<file path="config.mk">
export PLATFORM = sky130hd
export DESIGN_NAME = traffic_phase_ctrl
export DESIGN_NICKNAME = d
export VERILOG_FILES = /design/src/rtl/traffic_phase_ctrl.sv
export SDC_FILE = /design/constraint.sdc
export NUM_CORES = 1
export LEC_CHECK = 0
export CAP_MARGIN = 5
export CORE_ASPECT_RATIO = 0.75
export CORE_UTILIZATION = 55
export DETAILED_ROUTE_END_ITERATION = 10
export GPL_TIMING_DRIVEN = 0
export MAX_ROUTING_LAYER = met4
export PLACE_DENSITY = 0.76
export SLEW_MARGIN = 40
export SYNTH_ARGS = -nofsm -noshare
export SYNTH_HDL_FRONTEND = slang
export SYNTH_SLANG_ARGS = --single-unit
</file>
<file path="constraint.sdc">
create_clock -name clk -period 7.55 [get_ports clk]
set_clock_uncertainty 0.1 [all_clocks]
set_input_delay 1.51 -clock clk [delete_from_list [all_inputs] [get_ports clk]]
set_output_delay 1.51 -clock clk [all_outputs]
set_load 0.05 [all_outputs]
</file>
<file path="src/rtl/traffic_phase_ctrl.sv">
// Traffic intersection phase controller: green/yellow/all-red rotation over NUM_DIR approaches,
// latched pedestrian service, night flashing mode, and a BCD countdown of the seconds left.
module traffic_phase_ctrl #(
  parameter int TICK_CYC = 100000000,
  parameter int NUM_DIR  = 2,
  parameter int GREEN_S  = 4,
  parameter int YELLOW_S = 2,
  parameter int ALLRED_S = 1,
  parameter int PED_S    = 5
) (
  input  logic               clk,
  input  logic               reset,
  input  logic               ped_req,
  input  logic               night,
  output logic [NUM_DIR-1:0] green,
  output logic [NUM_DIR-1:0] yellow,
  output logic [NUM_DIR-1:0] red,
  output logic               walk,
  output logic [1:0]         dir_idx,
  output logic [7:0]         remain_bcd,
  output logic               phase_start,
  output logic [2:0]         state
);

  if (NUM_DIR < 2 || NUM_DIR > 4) begin : g_bad_num_dir
    $error("traffic_phase_ctrl: NUM_DIR must be 2..4");
  end
  if (GREEN_S < 1 || GREEN_S > 99 || YELLOW_S < 1 || YELLOW_S > 99 ||
      ALLRED_S < 1 || ALLRED_S > 99 || PED_S < 1 || PED_S > 99) begin : g_bad_duration
    $error("traffic_phase_ctrl: durations must be 1..99");
  end
  if (TICK_CYC < 1) begin : g_bad_tick
    $error("traffic_phase_ctrl: TICK_CYC must be at least 1");
  end

  localparam int PW = (TICK_CYC > 1) ? $clog2(TICK_CYC) : 1;
  localparam logic [PW-1:0] TICK_LAST = PW'(TICK_CYC - 1);
  localparam logic [7:0] ALLRED_BCD = 8'(((ALLRED_S / 10) << 4) | (ALLRED_S % 10));

  typedef enum logic [2:0] {
    S_ALLRED = 3'd0,
    S_GREEN  = 3'd1,
    S_YELLOW = 3'd2,
    S_PED    = 3'd3,
    S_FLASH  = 3'd4
  } state_e;

  state_e             state_q, state_d;
  logic [1:0]         dir_q, dir_d, dir_next;
  logic [6:0]         remain_q, remain_d;
  logic [PW-1:0]      presc_q, presc_d;
  logic               ped_l_q, ped_l_d;
  logic               night_l_q, night_l_d;
  logic               flash_y_q, flash_y_d;
  logic               first_q;
  logic [NUM_DIR-1:0] green_q, green_d, yellow_q, yellow_d, red_q, red_d;
  logic               walk_q, walk_d;
  logic               phase_start_q, phase_start_d;
  logic [7:0]         remain_bcd_q, remain_bcd_d;
  logic               tick, entry;
  logic [NUM_DIR-1:0] dir_mask, all_dirs;
  logic [7:0]         rem8;

  function automatic logic [6:0] phase_dur(state_e s);
    case (s)
      S_GREEN:  return 7'(GREEN_S);
      S_YELLOW: return 7'(YELLOW_S);
      S_ALLRED: return 7'(ALLRED_S);
      S_PED:    return 7'(PED_S);
      default:  return 7'd0;
    endcase
  endfunction

  always_comb begin
    tick     = (presc_q == TICK_LAST);
    dir_next = (dir_q == 2'(NUM_DIR - 1)) ? 2'd0 : dir_q + 2'd1;
    state_d  = state_q;
    dir_d    = dir_q;
    remain_d = remain_q;
    flash_y_d = flash_y_q;
    entry    = 1'b0;

    case (state_q)
      S_GREEN, S_YELLOW, S_ALLRED, S_PED: begin
        if (tick) begin
          if (remain_q == 7'd1) begin
            entry = 1'b1;
            case (state_q)
              S_GREEN:  state_d = S_YELLOW;
              S_YELLOW: begin
                state_d = S_ALLRED;
                dir_d   = dir_next;
              end
              S_ALLRED: state_d = night_l_q ? S_FLASH : (ped_l_q ? S_PED : S_GREEN);
              default:  state_d = S_GREEN;
            endcase
          end else begin
            remain_d = remain_q - 7'd1;
          end
        end
      end
      S_FLASH: begin
        if (tick) begin
          if (night_l_q) flash_y_d = ~flash_y_q;
          else begin
            state_d = S_ALLRED;
            entry   = 1'b1;
          end
        end
      end
      default: begin
        state_d = S_ALLRED;
        entry   = 1'b1;
      end
    endcase

    // The first cycle out of reset re-enters ALLRED so it gets a full, announced phase.
    if (first_q) begin
      state_d = S_ALLRED;
      dir_d   = dir_q;
      entry   = 1'b1;
    end

    if (entry) begin
      presc_d   = '0;
      remain_d  = phase_dur(state_d);
      flash_y_d = 1'b1;
    end else begin
      presc_d = tick ? '0 : presc_q + PW'(1);
    end

    ped_l_d       = ped_req | (ped_l_q & ~(entry & (state_d == S_PED)));
    night_l_d     = night;
    phase_start_d = entry;

    dir_mask = {{(NUM_DIR-1){1'b0}}, 1'b1} << dir_d;
    all_dirs = '1;
    green_d  = '0;
    yellow_d = '0;
    red_d    = all_dirs;
    walk_d   = 1'b0;
    case (state_d)
      S_GREEN: begin
        green_d = dir_mask;
        red_d   = ~dir_mask;
      end
      S_YELLOW: begin
        yellow_d = dir_mask;
        red_d    = ~dir_mask;
      end
      S_PED:   walk_d = 1'b1;
      S_FLASH: begin
        red_d    = '0;
        yellow_d = flash_y_d ? all_dirs : '0;
      end
      default: ;
    endcase

    rem8         = {1'b0, remain_d};
    remain_bcd_d = {4'(rem8 / 8'd10), 4'(rem8 % 8'd10)};
  end

  always_ff @(posedge clk) begin
    if (reset) begin
      state_q       <= S_ALLRED;
      dir_q         <= 2'd0;
      remain_q      <= 7'(ALLRED_S);
      presc_q       <= '0;
      ped_l_q       <= 1'b0;
      night_l_q     <= 1'b0;
      flash_y_q     <= 1'b0;
      first_q       <= 1'b1;
      green_q       <= '0;
      yellow_q      <= '0;
      red_q         <= '1;
      walk_q        <= 1'b0;
      phase_start_q <= 1'b0;
      remain_bcd_q  <= ALLRED_BCD;
    end else begin
      state_q       <= state_d;
      dir_q         <= dir_d;
      remain_q      <= remain_d;
      presc_q       <= presc_d;
      ped_l_q       <= ped_l_d;
      night_l_q     <= night_l_d;
      flash_y_q     <= flash_y_d;
      first_q       <= 1'b0;
      green_q       <= green_d;
      yellow_q      <= yellow_d;
      red_q         <= red_d;
      walk_q        <= walk_d;
      phase_start_q <= phase_start_d;
      remain_bcd_q  <= remain_bcd_d;
    end
  end

  assign green       = green_q;
  assign yellow      = yellow_q;
  assign red         = red_q;
  assign walk        = walk_q;
  assign dir_idx     = dir_q;
  assign remain_bcd  = remain_bcd_q;
  assign phase_start = phase_start_q;
  assign state       = state_q;

endmodule

</file>
Word-level counts from Yosys, hierarchy flattened
Index checks and enable logic that the tools add are counted.
{ "op_classes": {"mul": 0, "addsub": 3, "order_cmp": 0, "n_eq_ne": 11, "div": 2, "n_bitwise": 7, "muxes": 35, "shift": 1, "reduce_logical": 6} }
{ "op_table": {"columns": ["operator", "count"], "rows": [
  ["$mux W7", 4],
  ["$add A27 B1 Y27 const B", 1],
  ["$eq A27 B27 Y1 const B", 1],
  ["$mux W3", 6],
  ["$mux W2", 8],
  ["$eq A3 B2 Y1 const B", 4],
  ["$pmux W3 S4", 1],
  ["$mux W1", 11],
  ["$pmux W3 S3", 1],
  ["$div A7 B4 Y8 const B", 1],
  ["$mod A7 B4 Y8 const B", 1],
  ["$pmux W2 S2", 2],
  ["$eq A7 B1 Y1 const B", 1],
  ["$sub A7 B1 Y7 const B", 1],
  ["$eq A3 B1 Y1 const B", 2],
  ["$eq A3 B3 Y1 const B", 2],
  ["$logic_not A3 Y1", 2],
  ["$pmux W3 S2", 1],
  ["$reduce_or A2 Y1", 2],
  ["$reduce_or A4 Y1", 1],
  ["$not A1 Y1", 3],
  ["$reduce_or A3 Y1", 1],
  ["$add A2 B1 Y2 const B", 1],
  ["$and A1 B1 Y1", 2],
  ["other kinds (5)", 5]
]} }
{ "totals": {"romBits": 0, "ram_bits": 0, "in_bits": 4, "register_bits": 59, "word_cells": 79, "output_inout_bits": 21, "latch_bits": 0, "memories": 0} }

Longest topological paths before layout
{ "logic_depth": {"word_depth": 12, "depth_mapped": 16, "depth_no_buf": 15} }

Worst setup path after synthesis
No wires, ideal clock.
{ "synth_timing": {"path_kind": "flip-flop to flip-flop", "start": "register state_q[2] (netlist: state[2])", "end": "register remain_bcd_q[3] (netlist: remain_bcd[3])", "period_less_slack_ns": 3.513, "t_arrival_ns": 3.290, "path_slack_ns": 4.037, "setup_time_ns": 0.123, "path_stages_with_launch": 14, "t_required_ns": 7.327, "path_buffers": 2, "cell_sequence": "dfxtp_1 buf_2 nor3b_1 o31a_1 nand3_1 o22ai_1 and2_1 clkbuf_1 xnor2_1 nor3_1 a311oi_1 ha_1 a31oi_1 mux2_1"} }
{ "synth_between": {"elab_chain_len": 10, "word_cells_on_any_way": 23, "classes_between": "1 x div; 7 x eq/ne; 12 x mux; 3 x reduce/logical"} }
{ "synth_rtl": {"columns": ["element", "line", "text"], "rows": [
  ["start: declaration", "48", "state_e state_q, state_d;"],
  ["start signal: assignment", "180", "state_q <= state_d;"],
  ["$eq A3 B2 Y1 (tied with other cells)", "83, 88", null],
  ["$pmux W3 S3", "88", "case (state_q)"],
  ["$mux W3", "86", "if (remain_q == 7'd1) begin"],
  ["$mux W3", "85", "if (tick) begin"],
  ["$pmux W3 S2", "83", "case (state_q)"],
  ["$mux W3", "118", "if (first_q) begin"],
  ["$eq A3 B2 Y1 (tied with other cells)", "65", "case (s)"],
  ["$pmux W3 S4", "65", null],
  ["$mux W7 (*)", "124", "if (entry) begin"],
  ["$mod A7 B4 Y8 (*)", "160", "remain_bcd_d = {4'(rem8 / 8'd10), 4'(rem8 % 8'd10)};"],
  ["end signal: assignment", "193", "remain_bcd_q <= remain_bcd_d;"],
  ["end: declaration", "59", "logic [7:0] remain_bcd_q, remain_bcd_d;"]
]} }
Mark *: on every way between the ends. The rest lies on a longest branch, timed or not.
A chain may end at the register's enable or synchronous reset.

Worst setup path in the final report
{ "layout_timing": {"start": "register remain_q[2]", "end": "register remain_bcd_q[3] (netlist: remain_bcd[3])"} }
{ "layout_between": {"elab_chain_len": 9, "word_cells_on_any_way": 20, "classes_between": "1 x add/sub; 1 x div; 4 x eq/ne; 13 x mux; 1 x reduce/logical"} }
{ "layout_rtl": {"columns": ["element", "line", "text"], "rows": [
  ["start: declaration", "50", "logic [6:0] remain_q, remain_d;"],
  ["start signal: assignment", "167", "remain_q <= 7'(ALLRED_S);"],
  ["start signal: assignment", "182", "remain_q <= remain_d;"],
  ["$eq A7 B1 Y1", "86", null],
  ["$mux W3", "86", null],
  ["$mux W3", "85", null],
  ["$pmux W3 S2", "83", null],
  ["$mux W3", "118", null],
  ["$eq A3 B2 Y1 (tied with other cells)", "65", null],
  ["$pmux W3 S4", "65", null],
  ["$mux W7 (*)", "124", null],
  ["$mod A7 B4 Y8 (*)", "160", null]
]} }
Marked as above.

==> flow_summary.json <==
{
  "crit_fanout": 10,
  "drive_above_1_share_pct": 8.04,
  "p_leak_nw": 1.31,
  "cts_buffer_depth": 2,
  "grt_pass1_vias": 2688,
  "crit_required_ns": 7.68,
  "postSynthCellCount": 408,
  "hold_start": "presc_q[0]$_SDFF_PP0_",
  "clock_latency_ns": 0.34,
  "fmax_mhz": 239,
  "hold_path_end": "presc_q[0]$_SDFF_PP0_",
  "worst_pin_slew_ns": 0.770,
  "rsz0062_at_grt": "no",
  "synthArstFlopShare_pct": 0,
  "ant_nets": 0,
  "cp-start-kind": "register",
  "status": "completed",
  "cap_viol_max_count": 0,
  "dr.pass1.iters": 5,
  "gpl.final_weighted_congestion": 0.950,
  "ys_warn_count": 0,
  "overflow": 0,
  "post_cts.repair.setup_buffers": 0,
  "root_buffer": "clkbuf_8",
  "finalPower_mw": 0.659,
  "ys_types": 62,
  "die_x_um": 90.6,
  "drc": 0,
  "p_per_area_nw_per_um2": 173,
  "viasPerCell": 5.90,
  "min_path_type": "reg2reg",
  "antennaDiodeCount": 0,
  "ir_worst_vdd_mv": 0.111,
  "arrival_ns": 4.31,
  "synth_area_per_cell_um2": 7.94,
  "path_clk_slew_ns": 0.06,
  "clkSinkCount": 58,
  "die_height_um": 68.5,
  "seq_area_frac_synth_pct": 35.8,
  "dr_total_vias": 3088,
  "htree_levels": 3,
  "drt_iter0_drc": 283,
  "wl_per_cell_um": 15.3,
  "r2r_end": "remain_bcd[3]$_SDFF_PP0_",
  "drt_wl_total_mm": 8.02,
  "fin_crit_sh_pct": 55.4,
  "final_nets": 451,
  "dp_hpwl_mm": 5.80,
  "slew_violations": 0,
  "track_usage_pct": 28.6,
  "worst_r2r_path_depth": 13,
  "postCtsResizedCells": 0,
  "row_count": 23,
  "setup_violations": 0,
  "cts_buffers": 9,
  "synth_nets": 416,
  "min_period_ns": 4.18,
  "synth-edff-count": 0,
  "end_kind": "register",
  "syn_area_um2": 3240,
  "hold_viol": 0,
  "die_area_um2": 6210,
  "setup_tns_ns": 0,
  "rrSetupSlack_ns": 3.37,
  "initial_core_util_pct": 59.0,
  "core_area_um2": 5500,
  "grt_pass1_wl_mm": 13.2,
  "syn2layout_area_growth_pct": 17.6,
  "grt_max_degree": 11,
  "pin_count": 25,
  "hold_depth": 1,
  "ys_ff_latch": 58,
  "synthFlopType": "dfxtp_1",
  "io_buffer_count": 24,
  "cts_tree": "done",
  "antenna_found_initial": 0,
  "maxSlewHeadroom_pct": 48.2,
  "ctsHoldBuffers": 0,
  "crit_type": "reg2reg",
  "rr_startpoint": "remain_q[2]$_SDFF_PP0_"
}
==> routing by layer <==
layer  share of wire [%]  track usage [%]
met5                   0                -
met4                 1.1             9.88
met3                 6.0             6.00
met2                  41             39.8
met1                  52             40.6
==> cell usage after synthesis, drive strengths merged (8+ instances only) <==
library cell	instances	area share (%)
nand3	15	2.3
xnor2	15	4.1
nand2	34	3.9
nor3	16	2.5
nand2b	8	1.5
o21ai	20	3.1
clkbuf	14	1.6
nor2	58	6.7
dfxtp	58	36
a21oi	22	3.4
nand4	17	3.5
xor2	13	3.5
inv	9	1.0
a31oi	8	1.5
==> layout make-up <==
type                       count  area, um^2
tap                           75        93.8
clock buffer                  12         155
sequential                    58        1160
inverter                       9        33.8
multi-input combinational    320        1960
fill                         467        1690
buffer                        21        96.3
timing repair buffer          24         240
clock inverter                 4        73.8
==> per-stage QoR <==
step                      hold slack [ns]  cells  setup WS (ns)  utilization, %  cell area [um^2]
after floorplan                     0.330    408           4.04               -              3240
after global placement              0.342    507           3.51            65.0              3570
after detailed placement            0.355    507           3.52            65.0              3570
after CTS                           0.371    523           3.50            69.2              3800
after global routing                0.397    523           3.13            69.3              3810
final                               0.366    523           3.37            69.3              3810
==> critical path, cell delays in order (launching register included) <==
cell	delay, ns
dfxtp_1	0.32
clkbuf_1	0.22
nor4_1	0.60
nand2b_1	0.26
nor4_1	0.35
mux2_2	0.43
mux2i_1	0.42
nor2_1	0.22
nand2_1	0.11
a21oi_1	0.06
a311oi_1	0.40
ha_1	0.22
a31oi_1	0.05
mux2_1	0.32
==> worst max path at each step <==
stage	to	from
floorplan	remain_bcd[3]$_SDFF_PP0_	state[2]$_SDFF_PP0_
global placement	remain_bcd[3]$_SDFF_PP0_	remain_q[2]$_SDFF_PP0_
detailed placement	remain_bcd[3]$_SDFF_PP0_	remain_q[2]$_SDFF_PP0_
CTS	remain_bcd[3]$_SDFF_PP0_	remain_q[2]$_SDFF_PP0_
global route	remain_bcd[3]$_SDFF_PP0_	remain_q[2]$_SDFF_PP0_
finish	remain_bcd[3]$_SDFF_PP0_	remain_q[2]$_SDFF_PP0_
==> where the power goes <==
group | switching [mW] | leakage (nW) | internal (mW)
sequential | 0.00206 | 0.469 | 0.308
clock | 0.123 | 0.117 | 0.204
combinational | 0.0147 | 0.727 | 0.00743
==> state kept, by name, summed over array words and instances, names as in the netlist <==
register / flops
presc_q: 27
ped_l_q: 1
first_q: 1
state: 3
night_l_q: 1
green: 2
phase_start: 1
remain_q: 7
dir_idx: 2
red: 2
yellow: 2
flash_y_q: 1
remain_bcd: 7
walk: 1
==> cells by family after synthesis <==
group	count (synthesis)	share of synthesized area, %
buf+inv	30	4.02
xor+xnor	28	7.57
mux	9	2.97
simple gates	197	32.0
compound gates	82	16.1
fa+ha+maj	4	1.54
flops	58	35.8
==> cell usage in the layout, fill, tap and decap left out, drive strengths merged, types with 9 or more instances in the layout <==
cell	Yosys	layout
nor2	58	58
clkdlybuf4s50	0	24
a21oi	22	22
o21ai	20	20
nand2	34	34
inv	9	9
xnor2	15	15
nor3	16	16
xor2	13	13
nand4	17	17
clkbuf	14	26
dfxtp	58	58
nand3	15	15
Power figures use the tool's default switching activity.
